$ cat config.mk
export PLATFORM = sky130hd
export DESIGN_NAME = regfile_scoreboard
export DESIGN_NICKNAME = d
export VERILOG_FILES = /design/src/rtl/regfile_scoreboard.sv
export SDC_FILE = /design/constraint.sdc
export NUM_CORES = 2
export LEC_CHECK = 0
export ABC_CLOCK_PERIOD_IN_PS = 5860
export CORE_MARGIN = 3
export CORE_UTILIZATION = 54
export DETAILED_ROUTE_END_ITERATION = 16
export PLACE_DENSITY = 0.68
export SYNTH_ARGS = -nofsm -noshare
export SYNTH_HDL_FRONTEND = slang
export SYNTH_SLANG_ARGS = --single-unit
$ cat constraint.sdc
create_clock -name clk -period 5.86 [get_ports clk]
set_input_delay 1.172 -clock clk [delete_from_list [all_inputs] [get_ports clk]]
set_output_delay 1.172 -clock clk [all_outputs]
set_load 0.03 [all_outputs]
$ cat src/rtl/regfile_scoreboard.sv
// regfile_scoreboard: integer register file with write-back port and issue-side RAW hazard scoreboard
//
// Ports:
//   clk, rst_n                      clock (posedge) and asynchronous active-low reset
//   rs1_sel_in/rs2_sel_in           read selects; rs1_data_out/rs2_data_out combinational read data
//   issue_valid_in/issue_we_in      decode presents an instruction / it writes issue_rd_sel_in
//   issue_rd_sel_in                 destination of the presented instruction
//   stall_out                       hold decode; the presented issue is not accepted
//   wb_write_en_in/wb_rd_sel_in/wb_data_in   write-back port from the execute pipeline register
//   pending_out                     per-register "writers in flight" flags
//   underflow_out                   sticky: a write-back arrived for a register with no writer in flight
module regfile_scoreboard #(
    parameter int DATA_W   = 32,
    parameter int NUM_REGS = 32,
    parameter int SEL_W    = 6
) (
    input  logic                clk,
    input  logic                rst_n,
    input  logic [SEL_W-1:0]    rs1_sel_in,
    input  logic [SEL_W-1:0]    rs2_sel_in,
    output logic [DATA_W-1:0]   rs1_data_out,
    output logic [DATA_W-1:0]   rs2_data_out,
    input  logic                issue_valid_in,
    input  logic                issue_we_in,
    input  logic [SEL_W-1:0]    issue_rd_sel_in,
    output logic                stall_out,
    input  logic                wb_write_en_in,
    input  logic [SEL_W-1:0]    wb_rd_sel_in,
    input  logic [DATA_W-1:0]   wb_data_in,
    output logic [NUM_REGS-1:0] pending_out,
    output logic                underflow_out
);
    localparam int IDX_W = $clog2(NUM_REGS);

    logic [DATA_W-1:0]   regs     [NUM_REGS];
    logic [1:0]          pend_cnt [NUM_REGS];
    logic [NUM_REGS-1:0] inc;
    logic [NUM_REGS-1:0] dec;
    logic                wb_hit;
    logic                full;

    // Register 0 and out-of-range selects are never read, written, counted or stalled on.
    function automatic logic sel_ok(input logic [SEL_W-1:0] s);
        return s != '0 && int'(s) < NUM_REGS;
    endfunction

    function automatic logic [IDX_W-1:0] idx(input logic [SEL_W-1:0] s);
        return s[IDX_W-1:0];
    endfunction

    always_comb begin
        wb_hit = wb_write_en_in && sel_ok(wb_rd_sel_in);
        // The last in-flight writer retiring this cycle is bypassed rather than stalled on.
        full = issue_we_in && sel_ok(issue_rd_sel_in)
            && pend_cnt[idx(issue_rd_sel_in)] == 2'd3
            && !(wb_write_en_in && wb_rd_sel_in == issue_rd_sel_in);
        stall_out = issue_valid_in && (full
            || (sel_ok(rs1_sel_in) && pend_cnt[idx(rs1_sel_in)] != 2'd0
                && !(wb_write_en_in && wb_rd_sel_in == rs1_sel_in && pend_cnt[idx(rs1_sel_in)] == 2'd1))
            || (sel_ok(rs2_sel_in) && pend_cnt[idx(rs2_sel_in)] != 2'd0
                && !(wb_write_en_in && wb_rd_sel_in == rs2_sel_in && pend_cnt[idx(rs2_sel_in)] == 2'd1)));
        rs1_data_out = !sel_ok(rs1_sel_in) ? '0
            : (wb_write_en_in && wb_rd_sel_in == rs1_sel_in) ? wb_data_in : regs[idx(rs1_sel_in)];
        rs2_data_out = !sel_ok(rs2_sel_in) ? '0
            : (wb_write_en_in && wb_rd_sel_in == rs2_sel_in) ? wb_data_in : regs[idx(rs2_sel_in)];
        for (int r = 0; r < NUM_REGS; r++) begin
            inc[r] = issue_valid_in && !stall_out && issue_we_in && sel_ok(issue_rd_sel_in)
                && int'(issue_rd_sel_in) == r;
            dec[r] = wb_hit && int'(wb_rd_sel_in) == r && pend_cnt[r] != 2'd0;
            pending_out[r] = pend_cnt[r] != 2'd0;
        end
    end

    always_ff @(posedge clk or negedge rst_n) begin
        if (!rst_n) begin
            for (int r = 0; r < NUM_REGS; r++) begin
                regs[r]     <= '0;
                pend_cnt[r] <= '0;
            end
            underflow_out <= 1'b0;
        end else begin
            if (wb_hit)
                regs[idx(wb_rd_sel_in)] <= wb_data_in;
            // Data is still written; the count simply stays at zero.
            if (wb_hit && pend_cnt[idx(wb_rd_sel_in)] == 2'd0)
                underflow_out <= 1'b1;
            for (int r = 0; r < NUM_REGS; r++)
                if (inc[r] != dec[r])
                    pend_cnt[r] <= inc[r] ? pend_cnt[r] + 2'd1 : pend_cnt[r] - 2'd1;
        end
    end
endmodule

Word level (Yosys, flattened, before mapping)
Index checks and enable logic that the tools add are counted.
Widths: inputs -> output; s select.
{ "classes": {"bitwise_logic": 4, "n_addsub": 64, "order_cmp": 9, "reduce_logical": 166, "n_eq_ne": 100, "n_mux": 57} }
{ "op_table": {"columns": ["op", "n"], "rows": [
  ["$bwmux 1024", 1],
  ["$bmux 32 s5", 2],
  ["$mux 32", 9],
  ["$eq 6x6->1 const B", 32],
  ["$demux 32 s5", 1],
  ["$logic_and 1x1->1", 119],
  ["$eq 6x5->1 const B", 16],
  ["$mux 2", 40],
  ["$reduce_bool 2->1", 34],
  ["$add 2x1->2 const B", 32],
  ["$sub 2x1->2 const B", 32],
  ["$eq 6x4->1 const B", 8],
  ["$bmux 2 s5", 4],
  ["$ne 1x1->1", 32],
  ["$eq 6x3->1 const B", 4],
  ["$ge 6x6->1 const B", 4],
  ["$lt 6x6->1 const B", 4],
  ["$not 5->6", 4],
  ["$reduce_bool 6->1", 4],
  ["$eq 6x6->1", 3],
  ["$eq 6x2->1 const B", 2],
  ["$logic_not 6->1", 2],
  ["$lt 6x1->1 const B", 1],
  ["$eq 2x1->1 const B", 2],
  ["other kinds (4)", 8]
]} }
{ "word_totals": {"out_inout_bits": 98, "inputBits": 61, "word_cells": 465, "register_bits": 1089} }

Logic depth before layout (Yosys ltp)
{ "logic_depth": {"depth_word": 17, "ltp_mapped": 12, "ltp_nobuf": 8} }

Worst setup path before layout
Ideal clock, no wire load.
{ "synth_timing": {"path_kind": "in2out", "start": "input port rs1_sel_in[0]", "end": "output port rs1_data_out[10]", "arrival_ns": 3.546, "slack_ns": 1.142, "path_stages": 11, "required_ns": 4.688, "n_path_buf": 6, "cell_sequence": "buf_4 > buf_4 > buf_2 > buf_4 > buf_4 > buf_4 > mux2i_1 > o22ai_1 > a221o_1 > mux2i_1 > a211oi_1"} }
{ "synth_via": {"elab_chain_len": 6, "word_cells_on_any_way": 11, "classes_between": "order compare (1); eq/ne (1); mux (5); bitwise (1); reduce/logical (3)"} }
{ "synth_rtl": {"columns": ["item", "line", "source"], "rows": [
  ["start: declaration", "19", "input logic [SEL_W-1:0] rs1_sel_in,"],
  ["$not 5->6 (implied by the code)", "63", ": (wb_write_en_in && wb_rd_sel_in == rs1_sel_in) ? wb_data_in : regs[idx(rs1_sel_in)];"],
  ["$bmux 32 s5", "63", null],
  ["$mux 32 (implied by the code) (2 in a row)", "63", null],
  ["$mux 32", "63", null],
  ["$mux 32 *", "62", "rs1_data_out = !sel_ok(rs1_sel_in) ? '0"],
  ["end: declaration", "21", "output logic [DATA_W-1:0] rs1_data_out,"]
]} }
Mark *: on every way between the ends. The rest lies on a longest branch, timed or not. The select of a mux whose other input is x is not followed.

Worst setup path in the final report
{ "layout_timing": {"start": "input port rs2_sel_in[0]", "end": "output port rs2_data_out[22]"} }
{ "layout_via": {"elab_chain_len": 6, "word_cells_on_any_way": 11, "classes_between": "order compare (1); eq/ne (1); mux (5); bitwise (1); reduce/logical (3)"} }
{ "layout_rtl": {"columns": ["item", "line", "source"], "rows": [
  ["start: declaration", "20", "input logic [SEL_W-1:0] rs2_sel_in,"],
  ["$not 5->6 (implied by the code)", "65", ": (wb_write_en_in && wb_rd_sel_in == rs2_sel_in) ? wb_data_in : regs[idx(rs2_sel_in)];"],
  ["$bmux 32 s5", "65", null],
  ["$mux 32 (implied by the code) (2 in a row)", "65", null],
  ["$mux 32", "65", null],
  ["$mux 32 *", "64", "rs2_data_out = !sel_ok(rs2_sel_in) ? '0"],
  ["end: declaration", "22", "output logic [DATA_W-1:0] rs2_data_out,"]
]} }
Marks and branches as above.

==> results.toml <==
[placed_design]
gp_congestion = 0.928
placedInstanceArea_sq_um = 64400
io_buffers = 158
dp_hpwl_mm = 114

[clock_network]
root_buffer = "clkbuf_16"
numCtsBuffers = 117
clockBufferDepth = 3
path_clk_slew_ns = 0.06
post-cts-setup-buffers = 0
insertion_delay_ns = 0.72
clock-sinks = 1089
cts_tree = "done"
ctsHoldBuffers = 0
htreeDepth = 3
cts.repair.resized = 0

[route]
highest_layer = "met5"
met3_length_mm = 22.1
dr_total_vias = 42552
drt_iter0_drc = 4846
met1_length_mm = 79.3
antenna_left = 0
routedWlPerCell_um = 32.6
routed_wl_mm = 198
firstDrtPassIters = 5
drc = 0
routed_via_density = 7.00
routed-wl-met2_mm = 87.9

[logic_synthesis]
synth_edf_count = 0
avgSynthCellArea_sq_um = 13.4
ys_warn_count = 0
syn-num-nets = 4581
synth.area.top_cells = "dfrtp_1 45%, mux4_2 19%, mux2_2 17%, mux2i_1 3.6%, nand2_1 3.1%"
synth_top_area_share_pct = 45.0
ys.flop_type = "dfrtp_1"
synthDistinctLibCells = 59
netlist_instances = 4520
syn-cell-area_sq_um = 60600
synth-async-reset-ratio_pct = 100
synth_seq_area_share_pct = 45.0
ys_seq_elements = 1089
yosysTopAreaCell = "dfrtp_1"

[timing]
post-route-period-util_pct = 92.4
final.setup_skew_ns = 0.0214
tightest_slew_ns = 1.20
final_hold_viol_count = 0
fin_tns_setup_ns = 0
rsz0062_at_grt = "no"
final.min_clock_period_ns = 5.41
relSlewSlack_pct = 19.6
setup_violations = 0
fmax_mhz = 185
maxSlewViolCount = 0
whs_ns = 0.398

[layout]
post_route_cells_drive_above_1_share_pct = 42.8
final_nets = 4556
areaGrowthSynthToFinish_pct = 12.8
fill_cells = 8501
fin_area_sq_um = 68300

[min_path]
worstHoldPathType = "reg -> reg"

[job]
drv_cap = 0

[status]
status = "complete, no violations"

[pwr]
ir_drop_uv = 255
leakage_nw = 30.9
powerDensity_nw_per_um2 = 302

[die]
ios = 159
fp.dieArea_sq_um = 116000
start_util_pct = 54.6
core.rowCount = 122
fp.dieH_um = 341
die_w_um = 341
core-area_sq_um = 111000

[setup_path]
crit_path_end_kind = "primary output"
cp.required_ns = 4.69
critPathMaxFanout = 47
startpoint_type = "input port"
criticalPathCategory = "in -> out"
critical_path_arrival_ns = 4.24

[global_routing]
antenna_found_initial = 9
grt_first_pass_wirelength_mm = 292
grt-ovfl-total = 0
grt_max_degree = 160
grt_pass1_vias = 42286
grt.total_usage_pct = 34.1
[registers in the layout, summed over array words and instances (netlist names)]
signal / flops
regs: 1024
pend_cnt: 64
underflow_out: 1
[critical path, stage by stage]
cell	delay, ns
buf_8	0.42
buf_4	0.31
mux4_2	0.51
a221oi_1	0.53
a211oi_1	0.10
a21oi_1	0.29
nor2_1	0.15
clkdlybuf4s50_1	0.65
[power breakdown]
group          internal (mW)  switching (mW)
Clock                   4.42            3.17
Combinational           2.09            1.73
Sequential              8.46           0.737
[layer usage]
metal | up-vias | GRT usage, %
met2 | 2470 | 50.4
met4 | 6 | 13.1
li1 | 17001 | -
met3 | 522 | 8.85
met1 | 22553 | 48.6
met5 | - | 0
[cell usage after synthesis (all sizes together), types with 2 or more instances]
cell type and instances:
nand3 20, a22oi 8, buf 122, a211oi 73, o31ai 2, o22ai 51, or2 32, a311oi 2
a221oi 48, a31oi 3, nor2 120, mux4 507, o221ai 47, clkbuf 368, or3b 3, and3b 2
xnor2 13, dfrtp 1089, a221o 13, o21bai 4, mux2 930, a21oi 66, xor2 35, nand3b 2
nand2 496, nor2b 13, nor4 6, nor3 5, nand4 2, o21ai 38, or3 4, mux2i 219
inv 6, o211ai 61, nand2b 31, and3 5, and2 37, nor3b 30
[cells in the final DEF, fill, tap and decap left out, drive strengths merged, types with 5 or more instances in the layout]
cell type,count
dfrtp,1089
mux2,930
mux4,507
nand2,496
buf,258
mux2i,219
clkbuf,179
nor2,120
clkdlybuf4s50,88
a211oi,73
a21oi,66
o211ai,61
o22ai,51
a221oi,48
o221ai,47
o21ai,38
and2,37
xor2,35
or2,32
nand2b,31
nor3b,30
clkinv,22
nand3,20
xnor2,13
a221o,13
nor2b,13
a22oi,8
bufinv,8
inv,8
nor4,6
and3,5
nor3,5
[worst paths after layout]
check | start | end | slack (ns) | depth (start not counted)
setup / recovery | rs2_sel_in[0] | rs2_data_out[22] | 0.45 | 8
hold / removal | regs[994] | regs[994] | 0.40 | 0
setup reg to reg | pend_cnt[5] | pend_cnt[39] | 2.56 | 8
hold reg to reg | regs[994] | regs[994] | 0.40 | 0
max in group asynchronous | rst_n | regs[625] | 3.91 | 2
min in group asynchronous | rst_n | regs[345] | 0.47 | 1
[layout make-up]
class / count / area (sq um) / share of cell area [%]
antenna: 4 / 10.0 / 0.0147
inverter: 6 / 22.5 / 0.0330
timing repair buffer: 346 / 3820 / 5.60
multi-input combinational: 2935 / 31400 / 46.0
clock inverter: 33 / 437 / 0.639
sequential: 1089 / 27300 / 39.9
clock buffer: 179 / 3470 / 5.09
tap: 1488 / 1860 / 2.73
[through the flow]
step | worst slack [ns] | utilization (%) | std cells | total power, mW
after floorplan | 1.14 | - | 4520 | 11.8
after global placement | 0.461 | 58.0 | 5864 | 13.0
after detailed placement | 0.441 | 58.0 | 5864 | 13.1
after CTS | 0.435 | 61.5 | 6076 | 20.7
after global routing | 0.283 | 61.5 | 6076 | 21.3
final | 0.447 | 61.5 | 6080 | 20.6
[cells by family after synthesis]
kind of cell              share of synthesized area [%]
DFF                                                45.0
xor gates and xnor gates                          0.694
and+or+nand+nor                                    5.98
muxes                                              39.8
buffers and inverters                              3.50
AOI/OAI and AO/OA                                  5.03
Note: power is estimated with default switching activity, not from simulation.
